File: config.mk
export PLATFORM = sky130hd
export DESIGN_NAME = frame_tx_sequencer_flat
export DESIGN_NICKNAME = d
export VERILOG_FILES = /design/src/rtl/frame_tx_sequencer_if.sv /design/src/rtl/frame_tx_sequencer.sv /design/src/flat_wrapper.sv
export SDC_FILE = /design/constraint.sdc
export NUM_CORES = 1
export LEC_CHECK = 0
export ABC_CLOCK_PERIOD_IN_PS = 2700
export BUFFER_PORTS_ARGS = -buffer_cell sky130_fd_sc_hd__buf_2
export CELL_PAD_IN_SITES_DETAIL_PLACEMENT = 1
export CELL_PAD_IN_SITES_GLOBAL_PLACEMENT = 2
export CORE_MARGIN = 2
export CORE_UTILIZATION = 33
export CTS_CLUSTER_SIZE = 8
export DETAILED_ROUTE_END_ITERATION = 8
export PLACE_DENSITY = 0.83
export RECOVER_POWER = 50
export SKIP_CTS_REPAIR_TIMING = 1
export SLEW_MARGIN = 20
export SYNTH_ARGS = -nofsm -noshare
export SYNTH_HDL_FRONTEND = slang
export SYNTH_SLANG_ARGS = --single-unit
export TNS_END_PERCENT = 1
File: constraint.sdc
create_clock -name Clk -period 2.7 [get_ports Clk]
set_clock_uncertainty 0.1 [all_clocks]
set_input_delay 0.675 -clock Clk [delete_from_list [all_inputs] [get_ports Clk]]
set_output_delay 0.675 -clock Clk [all_outputs]
set_load 0.01 [all_outputs]
File: src/rtl/frame_tx_sequencer_if.sv
// Byte-stream and frame-buffer read port between the sequencer and its peers.
// Signal names are from the sequencer's point of view.
interface frame_tx_sequencer_if #(
    parameter int ADDR_W = 15
);
    logic [ADDR_W-1:0] o_Mem_Addr;
    logic [7:0]        i_Mem_Data;
    logic [7:0]        o_Tx_Data;
    logic              o_Tx_Valid;
    logic              i_Tx_Ready;

    modport master (
        output o_Mem_Addr, o_Tx_Data, o_Tx_Valid,
        input  i_Mem_Data, i_Tx_Ready
    );

    modport slave (
        input  o_Mem_Addr, o_Tx_Data, o_Tx_Valid,
        output i_Mem_Data, i_Tx_Ready
    );
endinterface

File: src/rtl/frame_tx_sequencer.sv
// Sends one captured frame (sync header + payload) to a UART per camera VS pulse.
//   state | meaning
//   IDLE  | camera may write the buffer, wait for VS rise with enable
//   GUARD | settle delay after VS rise
//   SYNC  | offer SYNC_LEN header bytes
//   FETCH | two cycles: present address, then latch read data
//   SEND  | offer payload byte until accepted
//   GAP   | idle spacing after an accepted payload byte
//   DRAIN | frame finished, wait for VS fall
module frame_tx_sequencer #(
    parameter int         ADDR_W          = 15,
    parameter int         BYTES_PER_FRAME = 6144,
    parameter int         GUARD_CYCLES    = 62500,
    parameter int         GAP_CYCLES      = 0,
    parameter int         SYNC_LEN        = 2,
    parameter logic [7:0] SYNC_BYTE       = 8'hA5
) (
    input  logic                  Clk,
    input  logic                  i_Rst_n,
    input  logic                  i_VS,
    input  logic                  i_Enable,
    frame_tx_sequencer_if.master  bus,
    output logic                  o_Capture_En,
    output logic                  o_Busy,
    output logic                  o_Frame_Done,
    output logic [7:0]            o_Frame_Count
);
    localparam int CNT_MAX = (GUARD_CYCLES > GAP_CYCLES) ? GUARD_CYCLES : GAP_CYCLES;
    localparam int CNT_W   = (CNT_MAX < 1) ? 1 : $clog2(CNT_MAX + 1);
    localparam logic [CNT_W-1:0]  GUARD_LAST = (GUARD_CYCLES > 1) ? CNT_W'(GUARD_CYCLES - 1) : '0;
    localparam logic [CNT_W-1:0]  GAP_LAST   = (GAP_CYCLES > 1) ? CNT_W'(GAP_CYCLES - 1) : '0;
    localparam logic [ADDR_W-1:0] ADDR_LAST  = ADDR_W'(BYTES_PER_FRAME - 1);
    localparam logic [2:0]        SYNC_LAST  = (SYNC_LEN > 0) ? 3'(SYNC_LEN - 1) : 3'd0;

    typedef enum logic [2:0] {
        S_IDLE, S_GUARD, S_SYNC, S_FETCH, S_SEND, S_GAP, S_DRAIN
    } state_t;

    state_t            r_state, w_next;
    logic              r_vs_meta, r_vs_sync, r_vs_prev, r_vs_fall_seen;
    logic [CNT_W-1:0]  r_cnt;
    logic [2:0]        r_sync_cnt;
    logic [ADDR_W-1:0] r_addr;
    logic [7:0]        r_tx_data;
    logic              r_tx_valid;
    logic              r_fetch_wait;
    logic              r_frame_done;
    logic [7:0]        r_frame_count;

    logic w_vs_rise, w_vs_fall, w_xfer, w_last_byte, w_entering_drain;

    assign w_vs_rise        = r_vs_sync & ~r_vs_prev;
    assign w_vs_fall        = ~r_vs_sync & r_vs_prev;
    assign w_xfer           = r_tx_valid & bus.i_Tx_Ready;
    assign w_last_byte      = (r_addr == ADDR_LAST);
    assign w_entering_drain = (w_next == S_DRAIN) && (r_state != S_DRAIN);

    always_ff @(posedge Clk) begin
        if (!i_Rst_n) r_state <= S_IDLE;
        else          r_state <= w_next;
    end

    always_comb begin
        w_next = r_state;
        case (r_state)
            S_IDLE:  if (w_vs_rise && i_Enable) w_next = S_GUARD;
            S_GUARD: if (r_cnt == GUARD_LAST) w_next = (SYNC_LEN > 0) ? S_SYNC : S_FETCH;
            S_SYNC:  if (w_xfer && r_sync_cnt == SYNC_LAST) w_next = S_FETCH;
            S_FETCH: if (r_fetch_wait) w_next = S_SEND;
            S_SEND: begin
                if (w_xfer) begin
                    if (w_last_byte)         w_next = S_DRAIN;
                    else if (GAP_CYCLES > 0) w_next = S_GAP;
                    else                     w_next = S_FETCH;
                end
            end
            S_GAP:   if (r_cnt == GAP_LAST) w_next = S_FETCH;
            S_DRAIN: if (r_vs_fall_seen || w_vs_fall) w_next = S_IDLE;
            default: w_next = S_IDLE;
        endcase
    end

    always_comb begin
        o_Capture_En = 1'b0;
        o_Busy       = 1'b1;
        if (r_state == S_IDLE) begin
            o_Capture_En = 1'b1;
            o_Busy       = 1'b0;
        end
    end

    always_ff @(posedge Clk) begin
        if (!i_Rst_n) begin
            r_vs_meta      <= 1'b0;
            r_vs_sync      <= 1'b0;
            r_vs_prev      <= 1'b0;
            r_vs_fall_seen <= 1'b0;
            r_cnt          <= '0;
            r_sync_cnt     <= '0;
            r_addr         <= '0;
            r_tx_data      <= '0;
            r_tx_valid     <= 1'b0;
            r_fetch_wait   <= 1'b0;
            r_frame_done   <= 1'b0;
            r_frame_count  <= '0;
        end else begin
            r_vs_meta    <= i_VS;
            r_vs_sync    <= r_vs_meta;
            r_vs_prev    <= r_vs_sync;
            r_frame_done <= w_entering_drain;
            if (w_entering_drain) r_frame_count <= r_frame_count + 8'd1;

            // A fall seen mid-frame lets DRAIN leave without waiting for another edge
            if (r_state == S_IDLE) r_vs_fall_seen <= 1'b0;
            else if (w_vs_fall)    r_vs_fall_seen <= 1'b1;

            case (r_state)
                S_IDLE: begin
                    r_cnt      <= '0;
                    r_sync_cnt <= '0;
                    r_addr     <= '0;
                end
                S_GUARD: begin
                    r_cnt <= r_cnt + 1'b1;
                    if (r_cnt == GUARD_LAST && SYNC_LEN > 0) begin
                        r_tx_data  <= SYNC_BYTE;
                        r_tx_valid <= 1'b1;
                    end
                end
                S_SYNC: begin
                    if (w_xfer) begin
                        r_tx_valid <= 1'b0;
                        r_sync_cnt <= r_sync_cnt + 3'd1;
                    end else if (!r_tx_valid) begin
                        r_tx_valid <= 1'b1;
                    end
                end
                S_FETCH: begin
                    r_fetch_wait <= ~r_fetch_wait;
                    if (r_fetch_wait) begin
                        r_tx_data  <= bus.i_Mem_Data;
                        r_tx_valid <= 1'b1;
                    end
                end
                S_SEND: begin
                    if (w_xfer) begin
                        r_tx_valid <= 1'b0;
                        r_cnt      <= '0;
                        r_addr     <= w_last_byte ? '0 : r_addr + 1'b1;
                    end
                end
                S_GAP:   r_cnt <= r_cnt + 1'b1;
                default: ;
            endcase
        end
    end

    assign bus.o_Mem_Addr = r_addr;
    assign bus.o_Tx_Data  = r_tx_data;
    assign bus.o_Tx_Valid = r_tx_valid;
    assign o_Frame_Done   = r_frame_done;
    assign o_Frame_Count  = r_frame_count;
endmodule

File: src/flat_wrapper.sv
// flat-port wrapper written by rule: the top's interface ports become plain ports
module frame_tx_sequencer_flat 
#(
    parameter int         ADDR_W          = 15,
    parameter int         BYTES_PER_FRAME = 6144,
    parameter int         GUARD_CYCLES    = 62500,
    parameter int         GAP_CYCLES      = 0,
    parameter int         SYNC_LEN        = 2,
    parameter logic [7:0] SYNC_BYTE       = 8'hA5
)
  (Clk, i_Rst_n, i_VS, i_Enable, o_Capture_En, o_Busy, o_Frame_Done, o_Frame_Count, bus_o_Mem_Addr, bus_o_Tx_Data, bus_o_Tx_Valid, bus_i_Mem_Data, bus_i_Tx_Ready);
  frame_tx_sequencer_if #(.ADDR_W(ADDR_W)) bus_i ();
  input  logic Clk;
  input  logic i_Rst_n;
  input  logic i_VS;
  input  logic i_Enable;
  output logic o_Capture_En;
  output logic o_Busy;
  output logic o_Frame_Done;
  output logic [7:0] o_Frame_Count;
  output wire logic [$bits(bus_i.o_Mem_Addr)-1:0] bus_o_Mem_Addr;
  output wire logic [$bits(bus_i.o_Tx_Data)-1:0] bus_o_Tx_Data;
  output wire logic [$bits(bus_i.o_Tx_Valid)-1:0] bus_o_Tx_Valid;
  input wire logic [$bits(bus_i.i_Mem_Data)-1:0] bus_i_Mem_Data;
  input wire logic [$bits(bus_i.i_Tx_Ready)-1:0] bus_i_Tx_Ready;
  assign bus_o_Mem_Addr = bus_i.o_Mem_Addr;
  assign bus_o_Tx_Data = bus_i.o_Tx_Data;
  assign bus_o_Tx_Valid = bus_i.o_Tx_Valid;
  assign bus_i.i_Mem_Data = bus_i_Mem_Data;
  assign bus_i.i_Tx_Ready = bus_i_Tx_Ready;
  frame_tx_sequencer #(.ADDR_W(ADDR_W), .BYTES_PER_FRAME(BYTES_PER_FRAME), .GUARD_CYCLES(GUARD_CYCLES), .GAP_CYCLES(GAP_CYCLES), .SYNC_LEN(SYNC_LEN), .SYNC_BYTE(SYNC_BYTE)) u_core (.Clk(Clk), .i_Rst_n(i_Rst_n), .i_VS(i_VS), .i_Enable(i_Enable), .bus(bus_i), .o_Capture_En(o_Capture_En), .o_Busy(o_Busy), .o_Frame_Done(o_Frame_Done), .o_Frame_Count(o_Frame_Count));
endmodule
Word-level counts from Yosys, hierarchy flattened
Cells that the tools add are included.

operators by class
  equality and inequality tests = 15
  reduce and logical (&&, ||, !) cells = 18
  mux-type cells = 26
  $add $sub $neg = 4
  bitwise logic cells = 7

operators by type and width
  cell                   number
  $pmux 16 s3            1
  $mux 15                2
  $pmux 15 s2            1
  $mux 3                 9
  $pmux 3 s7             1
  $add 16x1->16 const B  1
  $eq 16x16->1 const B   1
  $logic_not 16->1       1
  $mux 16                1
  $mux 8                 2
  $pmux 8 s2             1
  $add 15x1->15 const B  1
  $eq 15x13->1 const B   1
  $eq 3x3->1 const B     4
  $add 8x1->8 const B    1
  $ne 2x1->1 const B     4
  $eq 3x1->1 const B     2
  $eq 3x2->1 const B     2
  $mux 1                 6
  $pmux 3 s2             1
  $reduce_and 2->1       3
  $reduce_bool 2->1      3
  $not 1->1              4
  $pmux 1 s4             1
  other kinds (11)       16

word-level totals
  word-level logic and storage cells = 83
  register bits = 60

Depth between registers and ports, before layout
  depth after elaboration = 7
  gate-level depth with buffers = 7

Worst setup path after synthesis
No wires, ideal clock.

  kind = input to register
  start point = input bus_i_Tx_Ready
  end point = register u_core.r_cnt[15]
  library setup time = 0.128 ns
  path slack = 0.347 ns
  data arrival time = 2.125 ns
  data required time = 2.472 ns
  stages = 5
  path through = nand2_1 > a2111oi_0 > nand4_1 > xor2_1 > nor2_1

on the way
  longest elaborated chain between the ends = 3

RTL lines
  item                               line                       text
  from (decl)                        flat_wrapper.sv:25         input wire logic [$bits(bus_i.i_Tx_Ready)-1:0] bus_i_Tx_Ready;
  $and 1x1->1                        frame_tx_sequencer.sv:54   assign w_xfer = r_tx_valid & bus.i_Tx_Ready;
  $ne 2x1->1 (no source line)        --
  $reduce_and 2->1 (no source line)  --
  to (signal assigned)               frame_tx_sequencer.sv:124  r_cnt <= r_cnt + 1'b1;
  to (signal assigned)               frame_tx_sequencer.sv:152  S_GAP: r_cnt <= r_cnt + 1'b1;
  to (decl)                          frame_tx_sequencer.sv:41   logic [CNT_W-1:0] r_cnt;

No other way between the ends.
A chain may end at the register's enable or synchronous reset.

Worst setup path after layout
  start point = register u_core.r_cnt[8]
  end point = register u_core.r_frame_count[3], in the netlist u_core.o_Frame_Count[3]

on the way
  longest elaborated chain between the ends = 5
  elaborated cells between the ends (all ways) = 7
  classes of those cells = eq/ne: 2; mux: 3; reduce/logical: 2

RTL lines
  item                                                     line                                                text
  $eq 16x16->1 / $logic_not 16->1 (equally long branches)  frame_tx_sequencer.sv:67, frame_tx_sequencer.sv:77
  $mux 3 (on tied branches)                                frame_tx_sequencer.sv:67, frame_tx_sequencer.sv:77
  $pmux 3 s7 (*)                                           frame_tx_sequencer.sv:65                            case (r_state)
  $eq 3x3->1 (*)                                           frame_tx_sequencer.sv:56                            assign w_entering_drain = (w_next == S_DRAIN) && (r_state != S_DRAIN);
  $logic_and 1x1->1 (*)                                    frame_tx_sequencer.sv:56
  to (signal assigned)                                     frame_tx_sequencer.sv:111                           if (w_entering_drain) r_frame_count <= r_frame_count + 8'd1;
  to (decl)                                                frame_tx_sequencer.sv:48                            logic [7:0] r_frame_count;

Mark *: on every way between the ends. The rest lies on a longest branch, timed or not.

==> metrics.csv <==
stage,metric,value,unit
run_status,outcome,"finished, final reports clean",
clocking,Clock Sinks,60,
power,total power draw,1.69,mW
clocking,CTS Buf Count,9,
timing,Final period util,90.2,%
global_route,total global routing overflow,0,
drt,total length of routed wires,7920,um
synthesis,simple-gate portion of the synthesized area,27.5,%
drt,Vias,2707,
synthesis,adder-cell area share of the yosys netlist,2.58,%
synthesis,post-synthesis compound-gate area fraction,16.8,%
timing,Worst-Margin Slew,1000,ps
power,Sw Ratio,25.7,%
timing,Final Hold Slack,330,ps
global_route,largest net degree at the start of global routing,21,
worst_setup_path,Critical Path End Type,register,
timing,crit path time final,2440,ps
worst_setup_path,CP max FO,15,
place,Port Buffers,47,
floorplanning,starting density of the core,33.7,%
place,hpwl dp,5850,um
synthesis,Synth Flop Type,dfxtp_1,
worst_hold_path,Hold Crit Class,reg -> reg,
drt,remaining antenna violation count after routing,0,
synthesis,post-synthesis sequential area ratio,41.3,%
drt,DR WL/cell,15.5,um
floorplanning,Core Rows,34,
synthesis,Yosys warning count,0,
synthesis,Synth Cell Area,0.00291,mm2
global_route,vias in the first global route,2715,
synthesis,Syn Area/Cell,8.61,um2
timing,setup TNS,0,ps
timing,final setup margin,264,ps
timing,Max Slew Vio Count,0,
drt,DR vias/cell,5.29,
drt,# DRC,0,
power,Int Pwr,1.25,mW
floorplanning,Chip Width,97.9,um
finish,Sequential cell area,0.00120,mm2
worst_setup_path,"Req. time, crit path",2860,ps
place,pre-CTS setup slack,229,ps
power,Sequential Power Share,53.3,%
power,Leak Pwr,1.20,nW
worst_setup_path,Reg2Reg Setup Slack,260,ps
timing,RSZ-0062 raised after global routing,no,
synthesis,asr flop ratio synth,0,%
synthesis,largest family of logic cells by synthesized area,simple AND/OR/NAND/NOR gates,
global_route,initial antenna violation count,0,
place,placed cell count,497,
clocking,clock-pin slew on the worst setup and hold paths,70,ps
place,RD Place Congestion,0.836,
power,Peak VDD IR,0.223,mV
synthesis,Unique masters post-synth,52,
worst_setup_path,worst reg2reg endpoint,u_core.o_Frame_Count[3]$_SDFFE_PN0P_,
power,NetSw,433,uW
floorplanning,area of the die,0.00959,mm2
synthesis,multiplexer share of the synthesized area,1.07,%
finish,fin nets,419,
clocking,later-pin clock latency in the skew report,350,ps
clocking,CTS tree,done,
worst_setup_path,crit path kind,reg -> reg,
finish,post-layout util,40.0,%
timing,setup violators final,0,
power,Clk network pwr share,39.9,%
worst_setup_path,crit path to,u_core.o_Frame_Count[3]$_SDFFE_PN0P_,
floorplanning,core area,0.00864,mm2
finish,number of fill cells,1082,
floorplanning,Ports,48,
global_route,first-pass GRT wire length,13500,um
finish,Final Instance Area,0.00346,mm2
clocking,H-tree depth,3,
power,Power per Cell Area,488,mW/mm2
synthesis,Synth Register Bits,60,
finish,share of cells above drive strength 1,13.1,%
synthesis,cell count after synthesis,338,
worst_setup_path,r2r startpoint,u_core.r_cnt[8]$_SDFFE_PN0P_,
worst_setup_path,CP Launch Type,register,
worst_setup_path,"Slowest-stage cell, CP",or4_4,
synthesis,Post-Syn Nets,357,
finish,Multi-input gate area,0.00161,mm2
finish,area delta synth->final,18.8,%
finish,ANT cells,0,
worst_setup_path,CP startpoint,u_core.r_cnt[8]$_SDFFE_PN0P_,
worst_setup_path,Reg2Reg Depth,5,
power,combinational power share,6.8,%
global_route,GRT Util Overall,17.4,%
timing,"Hold Violations, Final",0,
worst_setup_path,Worst path max stage delay,570,ps
finish,Finished Layout Cells,512,
timing,Rel. slew slack,33.0,%
drt,TritonRoute pass-1 iters,4,
worst_setup_path,Worst EP arrival,2600,ps
floorplanning,die height,97.9,um
synthesis,Post-Synth XOR/XNOR Area,7.22,%
synthesis,number of flops mapped to enable cells by yosys,0,
timing,FMAX,410,MHz
worst_setup_path,worst-path cell chain,or4_4 -> nor4_4 -> a211oi_2 -> or4_1 -> a21oi_1,
place,Post-DP Area,0.00335,mm2
clocking,clk buf depth,2,
drt,initial DRC count,68,
flow_run,MaxCap Viol Count,0,
clocking,Root Buffer,clkbuf_8,
cells in the mapped netlist, types with 2 or more instances:
master | instances | area (um2)
o31ai_1 | 8 | 60.1
o32ai_1 | 2 | 17.5
o221a_2 | 4 | 45.0
clkbuf_1 | 9 | 33.8
nand4b_1 | 2 | 17.5
a22o_1 | 3 | 26.3
nor3_1 | 9 | 45.0
and2_1 | 4 | 25.0
and4_1 | 4 | 35.0
mux2i_1 | 2 | 20.0
nor4_4 | 2 | 42.5
nor2b_1 | 3 | 18.8
o21ai_0 | 11 | 55.1
nand2_1 | 29 | 109
xnor2_1 | 10 | 87.6
inv_1 | 10 | 37.5
nand2b_1 | 5 | 31.3
nor2_1 | 37 | 139
a21boi_0 | 2 | 15.0
or4_4 | 2 | 22.5
a211o_1 | 2 | 17.5
and3_1 | 5 | 31.3
nor4_1 | 2 | 12.5
nand4_1 | 12 | 75.1
xor2_1 | 14 | 123
dfxtp_1 | 60 | 1200
a2111oi_0 | 3 | 26.3
or4_1 | 6 | 45.0
ha_1 | 6 | 75.1
a21o_1 | 2 | 15.0
a21oi_1 | 21 | 105
nand3_1 | 20 | 100
a31oi_1 | 3 | 18.8
or3_1 | 4 | 25.0
buf_2 | 2 | 10.0
buf_1 | 2 | 7.51
placed cells by master, fill, tap and decap left out, types with 4 or more instances in the layout:
cell type  synthesis  layout
a21oi_1           21      21
and3_1             5       5
and4_1             4       4
buf_2              2      13
buf_4              0      17
clkbuf_1           9      38
clkbuf_8           0       9
dfxtp_1           60      60
ha_1               6       6
inv_1             10      10
nand2_1           29      29
nand2b_1           5       5
nand3_1           20      20
nand4_1           12      12
nor2_1            37      37
nor3_1             9       9
o21ai_0           11      11
o221a_2            4       4
o31ai_1            8       8
or3_1              4       4
or4_1              6       6
xnor2_1           10      10
xor2_1            14      14
layout make-up:
class	instances	share of cell area [%]
multi-input combinational	253	46.5
clock buffer	12	3.91
inverter	11	1.19
tap	108	3.91
sequential	60	34.7
timing repair buffer	65	9.37
clock inverter	3	0.434
power groups by stage:
stage          clock network [mW]  registers (mW)  logic (mW)
2_1_floorplan                   0           0.914      0.0765
3_5_place_dp                    0           0.920       0.118
6_report                    0.674           0.900       0.115
3_3_place_gp                    0           0.920       0.117
5_1_grt                     0.737           0.901       0.130
4_1_cts                     0.696           0.900       0.119
flip-flops by register name, summed over array words and instances (netlist names), 3 cells and up:
signal	cells
u_core.r_sync_cnt	3
u_core.bus.o_Mem_Addr	15
u_core.bus.o_Tx_Data	8
u_core.r_state	3
u_core.o_Frame_Count	8
u_core.r_cnt	16
per-layer routing:
layer  track usage (%)  part of all wire, %  up-vias  routed length, um
li1                  -                    -     1354                  -
met1              21.5                   47     1304               3720
met2              29.4                   48       43               3810
met3              4.58                  3.7        6                294
met4              5.77                  1.1        0                 88
met5                 0                    0        -                  0
critical path, delay by kind of cell (launching register included):
kind	cells	cell delay [ps]
flip-flops	1	350
AO/OA/AOI/OAI	2	430
AND/OR/NAND/NOR	3	1470
cell families (layout without fill, tap and decap cells):
logic type,Yosys count,after routing
adder cells (fa/ha/maj),6,6
multiplexers,3,3
AND/OR/NAND/NOR,149,149
AO/OA/AOI/OAI,71,71
buffers and inverters,25,91
flip-flops,60,60
XOR/XNOR,24,24
worst min path at each step:
| stage | from | endpoint | slack [ps] | cells after the start |
|---|---|---|---|---|
| 2_1_floorplan | u_core.r_vs_meta$_SDFF_PN0_ | u_core.r_vs_sync$_SDFF_PN0_ | 310 | 1 |
| 3_5_place_dp | u_core.r_vs_meta$_SDFF_PN0_ | u_core.r_vs_sync$_SDFF_PN0_ | 330 | 1 |
| 5_1_grt | u_core.r_vs_meta$_SDFF_PN0_ | u_core.r_vs_sync$_SDFF_PN0_ | 360 | 1 |
| 6_report | u_core.r_vs_meta$_SDFF_PN0_ | u_core.r_vs_sync$_SDFF_PN0_ | 330 | 1 |
| 3_3_place_gp | u_core.r_vs_meta$_SDFF_PN0_ | u_core.r_vs_sync$_SDFF_PN0_ | 320 | 1 |
| 4_1_cts | u_core.r_vs_meta$_SDFF_PN0_ | u_core.r_vs_sync$_SDFF_PN0_ | 330 | 1 |
Note: power is estimated with default switching activity, not from simulation.
